$ cat config.mk
export PLATFORM = sky130hd
export DESIGN_NAME = ucie_ctl_phy_data_xfer_buf
export DESIGN_NICKNAME = d
export VERILOG_FILES = /design/src/rtl/ucie_ctl_phy_pkg.sv /design/src/rtl/ucie_ctl_sync_fifo.sv /design/src/rtl/ucie_ctl_phy_data_xfer_buf.sv
export SDC_FILE = /design/constraint.sdc
export NUM_CORES = 1
export LEC_CHECK = 0
export ABC_AREA = 1
export CORE_MARGIN = 8
export CORE_UTILIZATION = 45
export CTS_BUF_LIST = sky130_fd_sc_hd__clkbuf_8
export DETAILED_ROUTE_END_ITERATION = 12
export GPL_TIMING_DRIVEN = 0
export MAX_ROUTING_LAYER = met4
export PLACE_DENSITY = 0.78
export SETUP_SLACK_MARGIN = 0.1
export SYNTH_ARGS = -nofsm -noshare
export SYNTH_HDL_FRONTEND = slang
export SYNTH_SLANG_ARGS = --single-unit
$ cat constraint.sdc
create_clock -name i_clk -period 5.7 [get_ports i_clk]
set_clock_uncertainty 0.15 [all_clocks]
set_input_delay 1.71 -clock i_clk [delete_from_list [all_inputs] [get_ports i_clk]]
set_output_delay 1.71 -clock i_clk [all_outputs]
set_load 0.01 [all_outputs]
$ cat src/rtl/ucie_ctl_phy_pkg.sv
// Shared types and constants for the UCIe PHY-side control/data blocks.
package ucie_ctl_phy_pkg;

   typedef enum logic [1:0] {
      RESET  = 2'd0,
      READY  = 2'd1,
      ACTIVE = 2'd2,
      DRAIN  = 2'd3
   } data_xfer_buf_states_e;

   localparam logic [7:0] ERR_BYTE_DEFAULT = 8'hF2;

endpackage

$ cat src/rtl/ucie_ctl_sync_fifo.sv
// Single-clock FIFO with extra-MSB pointers; head is read combinationally from storage.
module ucie_ctl_sync_fifo #(
   parameter int DW    = 32,
   parameter int DEPTH = 4
) (
   input  logic                       i_clk,
   input  logic                       i_rst_n,
   input  logic                       i_flush,
   input  logic                       i_push,
   input  logic [DW-1:0]              i_data,
   input  logic                       i_pop,
   output logic                       o_full,
   output logic                       o_empty,
   output logic [DW-1:0]              o_head,
   output logic [$clog2(DEPTH):0]     o_level
);

   localparam int AW = $clog2(DEPTH);

   logic [DW-1:0] mem_q [DEPTH];
   logic [AW:0]   wr_q, wr_d;
   logic [AW:0]   rd_q, rd_d;
   logic          pop_ok;

   assign o_empty = (wr_q == rd_q);
   assign o_full  = (wr_q[AW] != rd_q[AW]) && (wr_q[AW-1:0] == rd_q[AW-1:0]);
   assign o_level = wr_q - rd_q;
   assign o_head  = o_empty ? '0 : mem_q[rd_q[AW-1:0]];
   assign pop_ok  = i_pop && !o_empty;

   always_comb begin
      wr_d = wr_q;
      rd_d = rd_q;
      if (i_flush) begin
         wr_d = '0;
         rd_d = '0;
      end else begin
         if (i_push) wr_d = wr_q + {{AW{1'b0}}, 1'b1};
         if (pop_ok) rd_d = rd_q + {{AW{1'b0}}, 1'b1};
      end
   end

   always_ff @(posedge i_clk or negedge i_rst_n) begin
      if (!i_rst_n) begin
         wr_q <= '0;
         rd_q <= '0;
      end else begin
         wr_q <= wr_d;
         rd_q <= rd_d;
      end
   end

   // Storage carries no reset; validity is tracked purely by the pointers.
   always_ff @(posedge i_clk) begin
      if (i_push && !i_flush) mem_q[wr_q[AW-1:0]] <= i_data;
   end

endmodule

$ cat src/rtl/ucie_ctl_phy_data_xfer_buf.sv
// PHY data-transfer engine: registered TX pipe with error injection, buffered RX path with drain.
module ucie_ctl_phy_data_xfer_buf
   import ucie_ctl_phy_pkg::*;
#(
   parameter int         NBYTES        = 4,
   parameter int         RX_DEPTH      = 4,
   parameter logic [7:0] ERR_BYTE      = ERR_BYTE_DEFAULT,
   parameter bit         ERR_ALL_LANES = 1'b0,
   parameter int         CNT_W         = 16
) (
   input  logic                  i_clk,
   input  logic                  i_rst_n,
   input  logic                  i_enable,
   input  logic                  i_rdi_lp_irdy,
   input  logic                  i_rdi_lp_valid,
   input  logic [NBYTES*8-1:0]   i_rdi_lp_data,
   input  logic [NBYTES*8-1:0]   i_data_received,
   input  logic                  i_data_valid,
   input  logic                  i_phy_req_data_error,
   input  logic                  i_phy_stall,
   output logic                  o_rdi_pl_trdy,
   output logic                  o_rdi_pl_valid,
   output logic [NBYTES*8-1:0]   o_rdi_pl_data,
   output logic [NBYTES*8-1:0]   o_data_sent,
   output logic                  o_data_valid,
   output logic                  o_rx_overflow,
   output logic [CNT_W-1:0]      o_tx_count,
   output logic [CNT_W-1:0]      o_rx_count
);

   localparam int DW = NBYTES * 8;
   localparam int AW = $clog2(RX_DEPTH);

   function automatic logic [DW-1:0] err_mask();
      logic [DW-1:0] m;
      m = '0;
      for (int b = 0; b < NBYTES; b++) begin
         if (ERR_ALL_LANES || b == 0) m[b*8 +: 8] = ERR_BYTE;
      end
      return m;
   endfunction

   function automatic logic [CNT_W-1:0] sat_inc(input logic [CNT_W-1:0] v);
      return (&v) ? v : v + {{(CNT_W-1){1'b0}}, 1'b1};
   endfunction

   data_xfer_buf_states_e state_q, state_d;

   logic          en_st;
   logic          tx_hs;
   logic          rx_valid, rx_pop, rx_push_req, rx_push, rx_drop;
   logic          fifo_full, fifo_empty, fifo_empty_next;
   logic [DW-1:0] fifo_head;
   logic [AW:0]   fifo_level;
   logic          enter_reset;

   logic          tx_vld_q, tx_vld_d;
   logic [DW-1:0] tx_data_q, tx_data_d;
   logic [CNT_W-1:0] tx_cnt_q, tx_cnt_d, rx_cnt_q, rx_cnt_d;
   logic          ovf_q, ovf_d;

   assign en_st           = (state_q == READY) || (state_q == ACTIVE);
   assign o_rdi_pl_trdy   = en_st && !i_phy_stall;
   assign tx_hs           = i_rdi_lp_valid && o_rdi_pl_trdy;

   assign rx_valid        = !fifo_empty && (state_q != RESET);
   assign rx_pop          = rx_valid && i_rdi_lp_irdy;
   assign rx_push_req     = i_data_valid && en_st;
   // A pop in the same cycle frees the slot, so a full FIFO can still accept.
   assign rx_push         = rx_push_req && (!fifo_full || rx_pop);
   assign rx_drop         = rx_push_req && fifo_full && !rx_pop;
   assign fifo_empty_next = fifo_empty || (rx_pop && fifo_level == {{AW{1'b0}}, 1'b1});

   always_comb begin
      state_d = state_q;
      case (state_q)
         RESET:  if (i_enable) state_d = READY;
         READY,
         ACTIVE: begin
            if (!i_enable)                      state_d = fifo_empty ? RESET : DRAIN;
            else if (tx_hs)                     state_d = ACTIVE;
            else                                state_d = READY;
         end
         DRAIN: begin
            if (i_enable)                       state_d = READY;
            else if (fifo_empty_next)           state_d = RESET;
         end
         default:                               state_d = RESET;
      endcase
   end

   assign enter_reset = (state_q != RESET) && (state_d == RESET);

   always_comb begin
      tx_vld_d  = tx_hs;
      tx_data_d = '0;
      if (tx_hs) tx_data_d = i_rdi_lp_data ^ (i_phy_req_data_error ? err_mask() : '0);

      tx_cnt_d = tx_cnt_q;
      rx_cnt_d = rx_cnt_q;
      ovf_d    = ovf_q;
      if (enter_reset) begin
         tx_cnt_d = '0;
         rx_cnt_d = '0;
         ovf_d    = 1'b0;
      end else begin
         if (tx_hs)   tx_cnt_d = sat_inc(tx_cnt_q);
         if (rx_push) rx_cnt_d = sat_inc(rx_cnt_q);
         if (rx_drop) ovf_d    = 1'b1;
      end
   end

   always_ff @(posedge i_clk or negedge i_rst_n) begin
      if (!i_rst_n) begin
         state_q   <= RESET;
         tx_vld_q  <= 1'b0;
         tx_data_q <= '0;
         tx_cnt_q  <= '0;
         rx_cnt_q  <= '0;
         ovf_q     <= 1'b0;
      end else begin
         state_q   <= state_d;
         tx_vld_q  <= tx_vld_d;
         tx_data_q <= tx_data_d;
         tx_cnt_q  <= tx_cnt_d;
         rx_cnt_q  <= rx_cnt_d;
         ovf_q     <= ovf_d;
      end
   end

   ucie_ctl_sync_fifo #(
      .DW    (DW),
      .DEPTH (RX_DEPTH)
   ) u_rx_fifo (
      .i_clk   (i_clk),
      .i_rst_n (i_rst_n),
      .i_flush (enter_reset),
      .i_push  (rx_push),
      .i_data  (i_data_received),
      .i_pop   (rx_pop),
      .o_full  (fifo_full),
      .o_empty (fifo_empty),
      .o_head  (fifo_head),
      .o_level (fifo_level)
   );

   assign o_rdi_pl_valid = rx_valid;
   assign o_rdi_pl_data  = rx_valid ? fifo_head : '0;
   assign o_data_valid   = tx_vld_q;
   assign o_data_sent    = tx_data_q;
   assign o_rx_overflow  = ovf_q;
   assign o_tx_count     = tx_cnt_q;
   assign o_rx_count     = rx_cnt_q;

endmodule
# --- Yosys cells after proc, flatten, opt, wreduce, memory -nomap -nowiden ---
# Memory sizes are Yosys's and may differ from the RTL's.
# Index checks and enable logic that the tools add are counted.
totals:
  reg_bits: 74
  ramBits: 128
  wordCells: 82
  mem_count: 1
classes:
  add_sub_neg: 5
  n_eq_ne: 9
  mux: 25
  bitwise_logic: 1
  n_reduce_logical: 33
memory_table:
  columns: ["name", "words", "width", "read_ports", "rd_ports_with_merged_regs", "wr", "line_no", "text"]
  rows:
  - ["u_rx_fifo.mem_q", 4, 32, 1, 0, 1, "ucie_ctl_sync_fifo.sv:20", "logic [DW-1:0] mem_q [DEPTH];"]
ops:
  columns: ["operator", "count"]
  rows:
  - ["two-way mux 16 bit", 6]
  - ["two-way mux 32 bit", 3]
  - ["adder 16 x 1 -> 16 bit, second input constant", 2]
  - ["AND reduction 16 bit", 2]
  - ["bitwise XOR 32 x 8 -> 32 bit", 1]
  - ["logical AND 1 bit", 13]
  - ["two-way mux 2 bit", 6]
  - ["two-way mux 3 bit", 4]
  - ["nonzero test 2 bit", 5]
  - ["two-way mux 8 bit", 1]
  - ["adder 3 x 1 -> 3 bit, second input constant", 2]
  - ["case mux 2 bit (3 select lines)", 1]
  - ["zero test 1 bit", 5]
  - ["equality test 2 bit, second input constant", 2]
  - ["zero test 2 bit", 2]
  - ["two-way mux 1 bit", 4]
  - ["!= test 2 x 1 -> 1 bit, second input constant", 2]
  - ["AND reduction 2 bit", 2]
  - ["equality test 3 x 1 -> 1 bit, second input constant", 1]
  - ["equality test 3 bit", 1]
  - ["logical OR 1 bit", 3]
  - ["subtractor 3 bit", 1]
  - ["equality test 2 x 1 -> 1 bit, second input constant", 1]
  - ["equality test 2 bit", 1]
  - ["2 further kinds", 2]

# --- Logic depth before layout (Yosys ltp) ---
# Gate-level depths: netlist (run 1).
depth:
  depth_word: 15
  ltp_mapped: 19

# --- By module ---
# Synthesis (run 1) repeated with hierarchy kept, for this count alone.
unflattened:
  cells_unflattened: 927
  area_unflattened_um2: 9128.8
modules_own_cells:
  columns: ["module", "instances", "cells_per_inst", "area_per_inst_um2", "seq_area_each_um2"]
  rows:
  - ["ucie_ctl_sync_fifo", 1, 439, 5437.7, 3993.8]
  - ["ucie_ctl_phy_data_xfer_buf", 1, 488, 3691.0, 1701.6]

# --- Worst setup path before layout (run 1) ---
# Ideal clock, no wire load.
synth_timing:
  path_type: "input-to-reg"
  from: "in i_phy_stall"
  to: "mem u_rx_fifo.mem_q[0][0] (enable)"
  setup_ps: 421
  arrival_ps: 3930
  required_time_ps: 5129
  setup_slack_ps: 1199
  stages: 9
  cell_sequence: "nor2_2 -> nand2_1 -> o21ai_0 -> a21oi_1 -> nand2_1 -> inv_2 -> nand3_4 -> nand2_1 -> nor2_1"
synth_between:
  elab_chain_len: 12
synth_rtl:
  columns: ["element", "line_no", "text"]
  rows:
  - ["start, declared", "ucie_ctl_phy_data_xfer_buf.sv:20", "input logic i_phy_stall,"]
  - ["zero test 1 bit", "ucie_ctl_phy_data_xfer_buf.sv:63", "assign o_rdi_pl_trdy = en_st && !i_phy_stall;"]
  - ["logical AND 1 bit", "ucie_ctl_phy_data_xfer_buf.sv:63", null]
  - ["logical AND 1 bit", "ucie_ctl_phy_data_xfer_buf.sv:64", "assign tx_hs = i_rdi_lp_valid && o_rdi_pl_trdy;"]
  - ["two-way mux 2 bit", "ucie_ctl_phy_data_xfer_buf.sv:81", "else if (tx_hs) state_d = ACTIVE;"]
  - ["two-way mux 2 bit", "ucie_ctl_phy_data_xfer_buf.sv:80", "if (!i_enable) state_d = fifo_empty ? RESET : DRAIN;"]
  - ["case mux 2 bit (3 select lines)", "ucie_ctl_phy_data_xfer_buf.sv:76", "case (state_q)"]
  - ["zero test 2 bit", "ucie_ctl_phy_data_xfer_buf.sv:92", "assign enter_reset = (state_q != RESET) && (state_d == RESET);"]
  - ["logical AND 1 bit", "ucie_ctl_phy_data_xfer_buf.sv:92", null]
  - ["zero test 1 bit", "ucie_ctl_sync_fifo.sv:55", "if (i_push && !i_flush) mem_q[wr_q[AW-1:0]] <= i_data;"]
  - ["logical AND 1 bit", "ucie_ctl_sync_fifo.sv:55", null]
  - ["two-way mux 1 bit", "ucie_ctl_sync_fifo.sv:55", null]
  - ["two-way mux 1 bit (implied by the code)", "ucie_ctl_sync_fifo.sv:55", null]
  - ["end, declared", "ucie_ctl_sync_fifo.sv:20", null]
# Every way passes these cells.

# --- Worst setup path in the final report (run 1) ---
layout_timing:
  from: "reg u_rx_fifo.rd_q[1]"
  to: "out o_rdi_pl_data[23]"
layout_between:
  elab_chain_len: 4
layout_rtl:
  columns: ["element", "line_no", "text"]
  rows:
  - ["start, declared", "ucie_ctl_sync_fifo.sv:22", "logic [AW:0] rd_q, rd_d;"]
  - ["start signal, assigned", "ucie_ctl_sync_fifo.sv:49", "rd_q <= rd_d;"]
  - ["parallel branches: the longest is 3 deep, another holds memory (4 x 32 bit)", null, null]
  - ["two-way mux 32 bit *", "ucie_ctl_phy_data_xfer_buf.sv:148", "assign o_rdi_pl_data = rx_valid ? fifo_head : '0;"]
  - ["end, declared", "ucie_ctl_phy_data_xfer_buf.sv:23", "output logic [NBYTES*8-1:0] o_rdi_pl_data,"]
# Every way passes the cells marked *.

==> metrics, run 1 <==
Remaining Overflow, GRT 0; DRC Markers 0; DRT Pass-1 Iters 5; min Tclk post-route 5.39 ns; initial drt markers 360; share of layout cells above drive strength 1 8.12%; worst skew pair latency 0.50 ns; Mapped Cells 838; Fmax 185 MHz; RSZ-0062 raised after global routing false; Lkg Pwr 4.88 nW; Most used DFF post-synth edfxtp_1; worst vdd ir 0.240 mV; maximum fanout along the worst path 10; pre-CTS setup slack 0.462 ns; PnR worst setup slack 0.309 ns; commonest non-fill, non-tap cell in the layout nor2_1; Initial Util 45.3%; max cap viols 0; antenna-violating nets left 0; Fin Hold WS 0.355 ns; Synth area leaders edfxtp_1 44%, dfrtp_1 21%, nor2_1 8.0%; postcts setup bufs 0; startpoint types flop; setup tns final 0 ns; Mean Syn Cell Area ~10 um2; die area 24000 um2; I/O Buffers 170; Async SR Flop Fraction 36.6%; GPL Wtd Cong 0.854; Clk pin slew, worst setup/hold paths around 0.06 ns; Synth Register Bits slightly above 200; clock sink total just over 200; most frequent cells in the layout 182 x nor2_1, 169 x clkdlybuf4s50_1, 128 x edfxtp_1; EDFF count, synth around 130; GRT Resource Usage Total a little under a fifth; Synth area leader edfxtp_1; Syn. warnings 0; hold_buf cts 0; Synth Cell Area ~8700 um2; number of global-route vias before repair 6796; Final Cycle Share 94.6%; first-pass GRT wire length 34400 um; relative slew slack 39.7%; count of different cell masters after synthesis 40; row count 51; drt via density 4.86; diode count 0; wire length per cell 16.2 um; Filler Cells Inserted 1546; register area share after synthesis 65.5%; Die W between 150 and 200 um; Worst Path Arrival 3.53 ns; fin util 60.0%; count of pins over their slew limit 0; number of nets in the layout roughly 1100; DR vias around 6500; Ports 172; htree depth 2; power consumption 5.49 mW; final WL 21700 um; total CTS buffers 34; Fin. Hold Viols 0; Die Ht ~150 um; Final Setup Violations 0; Worst Tran Pin Value about 0.9 ns; syn nets 922; worst hold path type reg -> reg; HPWL after DPL 15300 um; Crit Path Class reg -> out; largest net degree at the start of global routing between 60 and 70; PwrDens about 480 nW/um2; antenna violations before repair 0; status complete, no violations; core area 19200 um2; worst endpoint required time 3.84 ns; clock buffer depth 3; top-area cell type share of the netlist area 44.2%; critical path capture point type output port; area grow syn2layout 32.6%; CTS tree done; clk root buf clkbuf_8
critical path, stage by stage (launching register included):
cell	delay, ns
dfrtp_1	0.40
clkbuf_2	0.23
clkinv_1	0.23
clkbuf_2	0.30
ha_1	0.34
nand2_1	0.09
inv_1	0.05
nand3_2	0.10
nand2_4	0.12
clkbuf_2	0.26
a21oi_1	0.30
clkdlybuf4s50_1	0.60
sequential cells by signal, indices dropped and copies added (netlist names):
signal           cells
o_rx_count          16
o_data_valid         1
u_rx_fifo.wr_q       3
o_rx_overflow        1
state_q              2
u_rx_fifo.rd_q       3
o_tx_count          16
u_rx_fifo.mem_q    128
o_data_sent         32
metrics by stage:
step / cell area (um2) / instances
floorplan: 8690 / 838
global placement: 10700 / 1273
detailed placement: 10900 / 1278
CTS: 11500 / 1336
global route: 11500 / 1336
finish: 11500 / 1336
final cells by class:
class / instances / area [um2] / share of cell area [%]
well taps: 265 / 332 / 2.88
inverters: 113 / 427 / 3.70
clock buffers: 40 / 551 / 4.78
clock inverters: 18 / 109 / 0.945
flip-flops and latches: 202 / 5700 / 49.4
multi-input cells: 489 / 2430 / 21.1
plain buffers: 34 / 168 / 1.45
repair buffers: 175 / 1810 / 15.7
power by group:
group | total (mW) | switching (mW) | internal (mW) | leakage [nW]
combinational | 2.36 | 1.40 | 0.959 | 2.35
clock | 1.24 | 0.558 | 0.684 | 0.359
sequential | 1.89 | 0.0834 | 1.81 | 2.17
Yosys cell counts (all sizes together), types with 6 or more instances:
cell type	count
buf	7
nand3	47
edfxtp	128
a21oi	37
xnor2	6
nand4	10
nand2	79
nand3b	7
clkbuf	27
nor2	191
ha	11
xor2	8
o21ai	77
inv	112
dfrtp	74
what timing repair did:
item                                    CTS  global route
endpoints found under the setup margin   23            30
pin swaps                                 0             0
gates resized for setup                   3             2
logic make-up after synthesis:
family                   count (synthesis)  synth area share, %
flip-flops                             202                 65.5
buffers and inverters                  147                 6.78
adder cells (fa/ha/maj)                 12                 1.81
AND/OR/NAND/NOR                        341                 17.2
XOR/XNOR                                14                 1.41
AO/OA/AOI/OAI                          122                 7.30
worst paths after layout:
check                             startpoint                     to  slack, ns  cells after the start
setup / recovery           u_rx_fifo.rd_q[1]      o_rdi_pl_data[23]       0.31                     11
hold / removal                 o_rx_overflow          o_rx_overflow       0.36                      2
setup reg to reg           u_rx_fifo.rd_q[1]  u_rx_fifo.mem_q[3][1]       1.68                     20
hold reg to reg                o_rx_overflow          o_rx_overflow       0.36                      2
max in group asynchronous            i_rst_n         o_data_sent[7]       3.94                      2
min in group asynchronous            i_rst_n        o_data_sent[23]       0.90                      1
metal layers:
layer | global-route usage (%) | up-vias | routed length, um | part of all wire (%)
met5 | - | - | 0 | 0
met4 | 5.32 | 0 | 331 | 1.5
met3 | 7.43 | 33 | 2210 | 10
met2 | 30.2 | 264 | 10300 | 47
met1 | 21.4 | 3037 | 8860 | 41
li1 | - | 3162 | - | -
Power figures use the tool's default switching activity.
==> run 2: changes to the inputs <==
RECOVER_POWER = 25   (was unset)
==> run 2 against run 1 <==
Against the previous run:
- the flow now finishes with violations (max-capacitance violations, max-slew violations)
- non-clock buffer count unchanged
- sequential power about the same
- core utilization down 0.11 points
- worst setup slack improved by 0.018 ns
- critical path depth unchanged
- final area shrank 0.18%
- combinational power hardly changed
- global-route usage did not move
- critical path type unchanged
- critical endpoint unchanged
- largest power group unchanged
==> metrics, run 2 (synthesized netlist as in run 1, its figures left out) <==
wire length per cell approximately 16 um; Fmax 186 MHz; worst endpoint required time 3.84 ns; maximum fanout along the worst path 10; worst hold path type reg -> reg; DRC Markers 0; final non-filler cell total 1336; RR Startpoint u_rx_fifo.rd_q[1]; dpl cell area approximately 11000 um2; I/O Buffers 170; htree depth 2; commonest non-fill, non-tap cell in the layout nor2_1; pre-CTS setup slack 0.462 ns; max reg flops roughly 130; critical-path cell list clkbuf_2 > clkinv_1 > clkbuf_2 > ha_1 > nand2_1 > inv_1 > nand3_2 > nand2_4 > clkbuf_2 > a21oi_1 > clkdlybuf4s50_1; DR vias 6502; antenna-violating nets left 0; Die Ht approximately 150 um; row count 51; CP max stage cell clkdlybuf4s50_1; Remaining Overflow, GRT 0; initial drt markers 360; diode count 0; min Tclk post-route roughly 5.4 ns; critical path capture point type output port; antenna violations before repair 0; Fin. Hold Viols 0; setup tns final 0 ns; most used cell, CP clkbuf_2; GRT Resource Usage Total 18.7%; largest net degree at the start of global routing 65; Die W 155 um; Bufs and invs on worst path 6; violated checks max-capacitance violations, max-slew violations; clock sink total 202; relative slew slack -99.9%; fin util 59.9%; most frequent cells in the layout 182 x nor2_1, 154 x clkdlybuf4s50_1, 128 x edfxtp_1; PwrDens 477 nW/um2; DRT Pass-1 Iters 5; clk root buf clkbuf_8; RSZ-0062 raised after global routing false; number of global-route vias before repair 6796; Clk pin slew, worst setup/hold paths 0.06 ns; status finished, violations left; Final Cycle Share 94.3%; Final Setup Violations 0; hold_buf cts 0; postcts setup bufs 0; worst setup path startpoint u_rx_fifo.rd_q[1]; hold_sp o_rx_overflow; worst skew pair latency 0.50 ns; Lkg Pwr a little under 5 nW; Crit Path Class reg -> out; drt via density about 4.9; placed instance count 1278; Worst Tran Pin Value 3.00 ns; Fin Hold WS approximately 0.36 ns; die area between 20000 and 25000 um2; GPL Wtd Cong 0.854; Worst path max stage delay 0.60 ns; share of layout cells above drive strength 1 7.94%; Initial Util 45.3%; first-pass GRT wire length 34400 um; core area 19200 um2; power consumption 5.49 mW; count of pins over their slew limit 65; area grow syn2layout 32.3%; clock buffer depth 3; total CTS buffers 34; HPWL after DPL 15300 um; max cap viols 1; Worst Path Arrival 3.51 ns; number of nets in the layout 1133; Ports around 170; worst vdd ir roughly 0.24 mV; startpoint types flop; dominant delay contributor by cell family on the critical path buffers and inverters; Final Cell Area 11500 um2; CTS tree done; final WL approximately 22000 um; Filler Cells Inserted 1551; PnR worst setup slack 0.326 ns
-- run 2: changes by cell type in the layout (fill, tap and decap cells not counted) --
cell and change:
dlygate4sd3_1 +15, clkbuf_1 +1, clkdlybuf4s50_1 -15, buf_16 -1, clkdlybuf4s25_1 +1, buf_4 -1
-- run 2: what timing repair did --
item	in CTS	in global routing
gates cloned	0	0
setup endpoints to repair	23	30
gates resized for setup	3	2
-- run 2: final cells by class --
type	count	area [um2]	share of cell area (%)
Sequential cell	202	5700	49.5
Multi-Input combinational cell	489	2430	21.1
Timing Repair Buffer	175	1790	15.6
Clock buffer	40	551	4.79
Inverter	113	427	3.71
Tap cell	265	332	2.88
Buffer	34	168	1.46
Clock inverter	18	109	0.946
-- run 2: where the power goes --
part	total [mW]	internal (mW)	switching, mW
registers	1.89	1.81	0.0833
clock network	1.24	0.684	0.556
logic	2.35	0.955	1.40
total	5.49	3.45	2.04
-- run 2: path summary, 6_finish.rpt --
check                                         to  slack [ns]  depth (start not counted)
hold reg to reg                    o_rx_overflow        0.36                          2
max in group asynchronous         o_data_sent[7]        0.87                          2
hold / removal                     o_rx_overflow        0.36                          2
min in group asynchronous        o_data_sent[23]        1.05                          1
setup reg to reg           u_rx_fifo.mem_q[3][1]        1.70                         20
setup / recovery               o_rdi_pl_data[23]        0.33                         11
-- run 2: worst reg2reg max path, stage by stage, from the launching register on --
cell and delay [ns]:
dfrtp_1 0.40, clkbuf_2 0.23, clkinv_1 0.23, clkbuf_2 0.30, ha_1 0.34, nand2_1 0.06
inv_1 0.07, nand3_2 0.11, nand2_4 0.16, nor2_4 0.06, nand2_1 0.08, nand2_1 0.05
nand2_1 0.05, nand2_1 0.05, nand2_1 0.07, nand2_2 0.07, nand3_4 0.11, buf_6 0.17
nand2_1 0.06, inv_1 0.65, buf_16 0.24
-- run 2: metal layers --
metal / part of all wire, % / up-vias / wire length, um / global-route usage (%)
met1: 41 / 3043 / 8820 / 21.4
li1: - / 3162 / - / -
met3: 10 / 31 / 2240 / 7.43
met5: 0 / - / 0 / -
met4: 1.5 / 0 / 321 / 5.32
met2: 48 / 266 / 10300 / 30.2
==> run 3: changes to the inputs <==
CTS_BUF_LIST = unset   (was sky130_fd_sc_hd__clkbuf_8)
==> run 3 against run 2 <==
Against the previous run:
- the flow still finishes with violations (max-capacitance violations, max-slew violations)
- first-iteration DRC count decreased by 1.1%
- sequential cell count unchanged
- hold slack got worse by 0.0032 ns
- register-to-register slack got worse by 0.03 ns
- global-route usage decreased by 0.093 points
- total power increased by 2.9%
- clock power increased by 13%
- final cell count decreased by 1.3%
- wire length decreased by 0.40%
- non-clock buffer count unchanged
- final area increased by 0.58%
- critical path type unchanged
- critical endpoint unchanged
==> metrics, run 3 (synthesized netlist as in run 1, its figures left out) <==
status finished, violations left; violated checks max-capacitance violations, max-slew violations; PwrDens 488 nW/um2; share of layout cells above drive strength 1 roughly 7%; startpoint types flop; met2 Use GR 30.4%; count of pins over their slew limit 65; most used cell, CP clkbuf_2; number of nets in the layout 1121; CTS tree done; htree depth 1; antenna-violating nets left 0; maximum fanout along the worst path 10; GR Util met3 6.52%; Ports 172; CP max stage cell clkdlybuf4s50_1; DR vias 6471; Clk pin slew, worst setup/hold paths 0.06 ns; most frequent cells in the layout 182 x nor2_1, 155 x clkdlybuf4s50_1, 128 x edfxtp_1; commonest non-fill, non-tap cell in the layout nor2_1; GRT Resource Usage Total 18.6%; worst hold path type reg -> reg; clk root buf clkbuf_16; Fmax approximately 190 MHz; Remaining Overflow, GRT 0; max reg flops 128; worst skew pair latency 0.48 ns; die area between 20000 and 25000 um2; Final Setup Violations 0; final non-filler cell total 1318; placed instance count roughly 1300; relative slew slack -93.4%; HPWL after DPL 15300 um; clock sink total 202; antenna violations before repair 0; GPL Wtd Cong 0.854; number of global-route vias before repair 6716; GRT met1 Usage between 20% and 30%; diode count 0; core area 19200 um2; Bufs and invs on worst path 6; RSZ-0062 raised after global routing false; max cap viols 1; Fin Hold WS ~0.35 ns; worst vdd ir 0.268 mV; setup tns final 0 ns; fin util 60.2%; min Tclk post-route 5.37 ns; Fin. Hold Viols 0; DRC Markers 0; critical path capture point type output port; area grow syn2layout 33.1%; DRT Pass-1 Iters 5; wire length per cell approximately 16 um; Worst Tran Pin Value slightly below 3 ns; power consumption roughly 5.6 mW; Worst Path Arrival 3.51 ns; critical-path cell list clkbuf_2 > clkinv_1 > clkbuf_2 > ha_1 > nand2_1 > inv_1 > nand3_2 > nand2_4 > clkbuf_2 > a21oi_1 > clkdlybuf4s50_1; Worst path max stage delay 0.60 ns; Initial Util 45.3%; final WL 21600 um; I/O Buffers 170; Most Used Layer, Global Route met2; largest net degree at the start of global routing 65; clock buffer depth 3; row count 51; hold_buf cts 0; Die Ht around 150 um; worst endpoint required time between 3 and 4 ns; Lkg Pwr 4.87 nW; Die W approximately 150 um; Final Cycle Share 94.2%; dominant delay contributor by cell family on the critical path buffers and inverters; Crit Path Class reg -> out; total CTS buffers 22; drt via density around 5; first-pass GRT wire length 34400 um; initial drt markers 356
run 3: cell types whose count changed in the layout (fill, tap and decap cells not counted), sizes merged:
cell,before,now
clkdlybuf4s25,1,0
clkdlybuf4s50,154,155
clkbuf,68,59
inv,120,112
bufinv,1,2
clkinv,8,6
dlygate4sd3,15,14
dlymetal6s4s,0,1
run 3: stage by stage:
step | setup WS, ns | cell area [um2]
floorplan | 1.20 | 8690
global placement | -0.309 | 10700
detailed placement | 0.462 | 10900
CTS | 0.165 | 11600
global route | 0.145 | 11600
finish | 0.332 | 11600
run 3: worst paths after layout:
check                      cells after the start         startpoint                      to  slack, ns
setup reg to reg                              20  u_rx_fifo.rd_q[1]  u_rx_fifo.mem_q[3][11]       1.67
max in group asynchronous                      2            i_rst_n          o_tx_count[15]       1.06
setup / recovery                              11  u_rx_fifo.rd_q[1]       o_rdi_pl_data[23]       0.33
hold reg to reg                                2      o_rx_overflow           o_rx_overflow       0.35
min in group asynchronous                      1            i_rst_n          o_rx_count[14]       1.05
hold / removal                                 2      o_rx_overflow           o_rx_overflow       0.35
run 3: cell type report:
cell class	count	area [um2]
Buffer	34	168
Clock inverter	9	108
Timing Repair Buffer	175	1800
Inverter	113	427
Clock buffer	31	616
Fill cell	1535	7640
Multi-Input combinational cell	489	2430
Tap cell	265	332
Sequential cell	202	5700
run 3: worst min-delay path, stage by stage, from the launching register on:
cell and delay (ns):
dfrtp_1 0.37, o21ai_2 0.06, inv_1 0.04
run 3: power breakdown:
part           internal [mW]  leakage [nW]  switching (mW)  total [mW]
combinational          0.954          2.35            1.41        2.36
clock                  0.848         0.347           0.549        1.40
sequential              1.81          2.17          0.0844        1.89
run 3: what timing repair did:
action | in CTS | in global routing
setup buffers | 0 | 0
resized for setup | 3 | 2
pin swaps | 0 | 0
endpoints found under the setup margin | 20 | 27
run 3: per-layer routing:
layer  wire length, um  part of all wire, %
met1              8820                   41
met2             10300                   47
met3              2200                   10
met4               335                  1.6
met5                 0                    0
==> variant 1 (config.mk and constraints of run 2) <==
`NBYTES`: 4 -> 3.
--- a/src/rtl/ucie_ctl_phy_data_xfer_buf.sv
+++ b/src/rtl/ucie_ctl_phy_data_xfer_buf.sv
@@ -2,7 +2,7 @@
 module ucie_ctl_phy_data_xfer_buf
    import ucie_ctl_phy_pkg::*;
 #(
-   parameter int         NBYTES        = 4,
+   parameter int         NBYTES        = 3,
    parameter int         RX_DEPTH      = 4,
    parameter logic [7:0] ERR_BYTE      = ERR_BYTE_DEFAULT,
    parameter bit         ERR_ALL_LANES = 1'b0,
Interface: changed (resized i_data_received, i_rdi_lp_data, o_data_sent and o_rdi_pl_data); port bits go from 172 to 140. The function was not compared with the original's and may differ.
==> variant 1 against run 2 <==
- the run still ends with capacitance limit, slew limit left
- count of clock-buffer cells in the layout shrank 23
- sequential cell count down 40
- sequential share of layout area down 0.76 points
- total power is 22% lower
- via count fell by 17%
- routed wire length is 23% lower
- worst setup slack got worse by 0.031 ns
- cell area is 19% lower
- synthesized area down 17%
- hold slack is essentially flat
- synthesized cell count is 14% lower
- cell count decreased by 17%
- largest power group unchanged
==> variant 1: results (changes against run 2) <==
outcome complete, but fails checks (unchanged); failing checks capacitance limit, slew limit (unchanged); GP Congestion 0.805 (was 0.854); Placed Area 0.00890 sq mm (was 0.0109 sq mm); Unique masters post-synth 36 (was 40); maximum vdd drop 0.202 mV (was 0.240 mV); Post-CTS Resized 2 (was 3); Max-Cap Viols 1 (unchanged); Synth top cells by count nor2_1 (148), inv_1 (102), edfxtp_1 (96) (was nor2_1 (185), edfxtp_1 (128), inv_1 (109)); DPL Wire Length 11700 um (was 15300 um); Met1 Wirelength 7180 um (was 8820 um); met3 routed WL 1050 um (was 2240 um); sequential-to-total area share from yosys stat 63.2% (was 65.5%); Iter 0 DRT Violations 307 (was 360); Net Count, Synth 785 (was 922); GR Util met1 20.2% (was 21.4%); Clk pin slew, worst setup/hold paths 0.09 ns (was 0.06 ns); fin nets 945 (was 1133); EDFF count, synth 96 (was 128); Synth async-reset ratio 40.7% (was 36.6%); GR Util met3 4.23% (was 7.43%); met2 usage 28.7% (was 30.2%); Clk Latency, worst-skew pair 0.45 ns (was 0.50 ns); R2R depth 19 (was 20); GRT Overall Usage 17.3% (was 18.7%); Worst Path Arrival 3.54 ns (was 3.51 ns); met2 wire len 8270 um (was 10300 um); Clock Tree Buf Depth 2 (was 3); Avg Inst Size Synth 10.0 sq um (was 10.4 sq um); Max Slew Vio Count 67 (was 65); fillcell total 1302 (was 1551); pin count of the biggest net entering global routing 67 (was 65); Synth area leaders edfxtp_1 (40%), dfrtp_1 (23%), nor2_1 (7.7%) (was edfxtp_1 (44%), dfrtp_1 (21%), nor2_1 (8.0%)); vias in the first global route 5318 (was 6796); xor and xnor area share after synthesis 1.71% (was 1.41%); share of layout cells above drive strength 1 7.98% (was 7.94%)
[variant 1: cell types whose count changed in the layout (fill, tap and decap cells not counted), sizes merged, moves of 4 or more]
| cell | run 2 | this run |
|---|---|---|
| inv | 120 | 114 |
| clkbuf | 68 | 34 |
| nand4 | 10 | 6 |
| dlygate4sd3 | 15 | 24 |
| o21ai | 77 | 57 |
| nor2 | 191 | 153 |
| clkdlybuf4s50 | 154 | 113 |
| nand2 | 79 | 86 |
| edfxtp | 128 | 96 |
| a21oi | 37 | 28 |
| dfrtp | 74 | 66 |
[variant 1: power by group]
part           total [W]  internal (W)  leakage, nW  switching, W
Clock           0.000818      0.000331        0.199      0.000487
Combinational    0.00194      0.000795         2.04       0.00114
Sequential       0.00151       0.00144         1.77     0.0000698
[variant 1: metrics by stage]
step / setup WS, ns / power (W)
2_1_floorplan: 1.53 / 0.00260
3_3_place_gp: 0.321 / 0.00341
3_5_place_dp: 0.471 / 0.00348
4_1_cts: 0.177 / 0.00431
5_1_grt: 0.146 / 0.00453
6_report: 0.296 / 0.00426
[variant 1: final timing paths]
check / slack [ns] / endpoint
min: 0.36 / o_rx_overflow$_DFFE_PN0P_
max in group asynchronous: 1.05 / state_q[0]$_DFF_PN0_
min reg2reg: 0.36 / o_rx_overflow$_DFFE_PN0P_
max reg2reg: 1.62 / u_rx_fifo.mem_q[3][15]$_DFFE_PP_
max: 0.30 / o_rdi_pl_data[18]
min in group asynchronous: 2.33 / o_rx_count[4]$_DFFE_PN0P_
[variant 1: cell type report]
class | instances | area share [%]
multi-input combinational | 422 | 22.7
timing repair buffer | 141 | 15.5
antenna | 1 | 0.0269
inverter | 106 | 4.29
clock inverter | 15 | 1.76
sequential | 162 | 48.8
clock buffer | 17 | 2.52
tap | 216 | 2.91
buffer | 27 | 1.53
==> variant 2 (flow settings as in run 2) <==
Made on the original files. The 4 states of `data_xfer_buf_states_e` get a one-hot encoding in 4 bits.
--- a/src/rtl/ucie_ctl_phy_pkg.sv
+++ b/src/rtl/ucie_ctl_phy_pkg.sv
@@ -1,11 +1,11 @@
 // Shared types and constants for the UCIe PHY-side control/data blocks.
 package ucie_ctl_phy_pkg;
 
-   typedef enum logic [1:0] {
-      RESET  = 2'd0,
-      READY  = 2'd1,
-      ACTIVE = 2'd2,
-      DRAIN  = 2'd3
+   typedef enum logic [3:0] {
+      RESET  = 4'b0001,
+      READY  = 4'b0010,
+      ACTIVE = 4'b0100,
+      DRAIN  = 4'b1000
    } data_xfer_buf_states_e;
 
    localparam logic [7:0] ERR_BYTE_DEFAULT = 8'hF2;
Behaviour: no difference found for any inputs over 4 cycles, from zero or initial values and one cycle with i_rst_n low; so few cycles prove little.
==> variant 2 against run 2 <==
- the flow still finishes with violations (capacitance limit, slew limit)
- critical endpoint is now o_rdi_pl_data[21]
- cell area increased by 0.83%
- routed wire length down 3.1%
- critical path type unchanged
- sequential cell count grew 2
- largest cell class unchanged
- count of clock-buffer cells in the layout unchanged
- highest routed layer unchanged
- worst setup slack better by 0.15 ns
- synthesized area increased by 1.0%
Power is not compared: it rests on default switching activity, and its combinational part moved more than twofold at a synthesized area within 25%.
==> variant 2: results (changes against run 2) <==
outcome complete, but fails checks (unchanged); failing checks capacitance limit, slew limit (unchanged); Die W 156 um (was 155 um); Synth top cells by count nor2_1 (190), edfxtp_1 (128), inv_1 (103) (was nor2_1 (185), edfxtp_1 (128), inv_1 (109)); sequential-to-total area share from yosys stat 65.4% (was 65.5%); placed cell count 1293 (was 1278); wire per inst 15.5 um (was 16.2 um); Avg Inst Size Synth 10.3 sq um (was 10.4 sq um); Clk Latency, worst-skew pair 0.52 ns (was 0.50 ns); Largest stage delay, worst path 0.57 ns (was 0.60 ns); vias in the first global route 6671 (was 6796); initial antenna violation count 1 (was 0); total CTS buffers 35 (was 34); first-pass GRT wire length 33500 um (was 34400 um); Worst Path Arrival 3.36 ns (was 3.51 ns); GR Util met3 3.43% (was 7.43%); GP Congestion 0.878 (was 0.854); fin nets 1147 (was 1133); Max Slew Vio Count 71 (was 65); Placed Area 0.0109 sq mm (about the same); Post-CTS Resized 6 (was 3); met2 usage 30.6% (was 30.2%); share of layout cells above drive strength 1 8.80% (was 7.94%); hold path start o_rx_overflow$_DFFE_PN0P_ (unchanged); Net Count, Synth 936 (was 922); DPL Wire Length 14500 um (was 15300 um); setup slack, reg-to-reg 2.08 ns (was 1.70 ns); Iter 0 DRT Violations 365 (was 360); R2R depth 16 (was 20); GR Util met1 20.6% (was 21.4%); Max-Cap Viols 1 (unchanged); headroom to the max-slew limit -103% (was -99.9%); Unique masters post-synth 37 (was 40); Vias/cell 4.85 (was 4.87); Cell Count, Final, Fillers Out 1357 (was 1336); pin count of the biggest net entering global routing 71 (was 65); reg2reg end u_rx_fifo.mem_q[3][27]$_DFFE_PP_ (was u_rx_fifo.mem_q[3][1]$_DFFE_PP_); Synth area leaders edfxtp_1 (44%), dfrtp_1 (21%), nor2_1 (8.1%) (was edfxtp_1 (44%), dfrtp_1 (21%), nor2_1 (8.0%)); GRT Overall Usage 17.8% (was 18.7%)
-- variant 2: how the worst max path moves through the flow --
stage | end | startpoint | slack [ns] | depth (start not counted)
final | o_rdi_pl_data[21] | u_rx_fifo.rd_q[1]$_DFFE_PN0P_ | 0.48 | 11
after floorplan | u_rx_fifo.mem_q[0][0]$_DFFE_PP_ | i_rdi_lp_irdy | 1.49 | 9
after detailed placement | o_rdi_pl_data[9] | u_rx_fifo.rd_q[1]$_DFFE_PN0P_ | 0.47 | 11
after CTS | o_rdi_pl_data[21] | u_rx_fifo.rd_q[1]$_DFFE_PN0P_ | 0.11 | 11
after global placement | u_rx_fifo.mem_q[0][16]$_DFFE_PP_ | i_rdi_lp_irdy | -0.19 | 10
after global routing | o_rdi_pl_data[18] | u_rx_fifo.rd_q[1]$_DFFE_PN0P_ | 0.20 | 11
-- variant 2: layer usage --
| metal | share of wire, % | wire [um] |
|---|---|---|
| met1 | 40 | 8440 |
| met3 | 7.0 | 1470 |
| met5 | 0 | 0 |
| met2 | 51 | 10700 |
| met4 | 1.9 | 391 |
-- variant 2: cell families after synthesis --
family | synth area share, %
simple gates | 17.9
flops | 65.4
buf+inv | 6.54
compound gates | 6.85
xor+xnor | 1.78
fa+ha+maj | 1.51
-- variant 2: layout make-up --
class                      count  area, sq um
buffer                        34          169
timing repair buffer         174         1780
antenna                        1         2.50
clock buffer                  40          551
inverter                     111          417
sequential                   204         5750
fill                        1589         7740
tap                          265          332
clock inverter                23          115
multi-input combinational    505         2480
-- variant 2: worst reg2reg max path: cells and delay by family (launching register included) --
family                   cells  cell delay (ns)
buffers and inverters        7             1.49
flip-flops                   1             0.42
AND/OR/NAND/NOR              8             0.88
adder cells (fa/ha/maj)      1             0.28
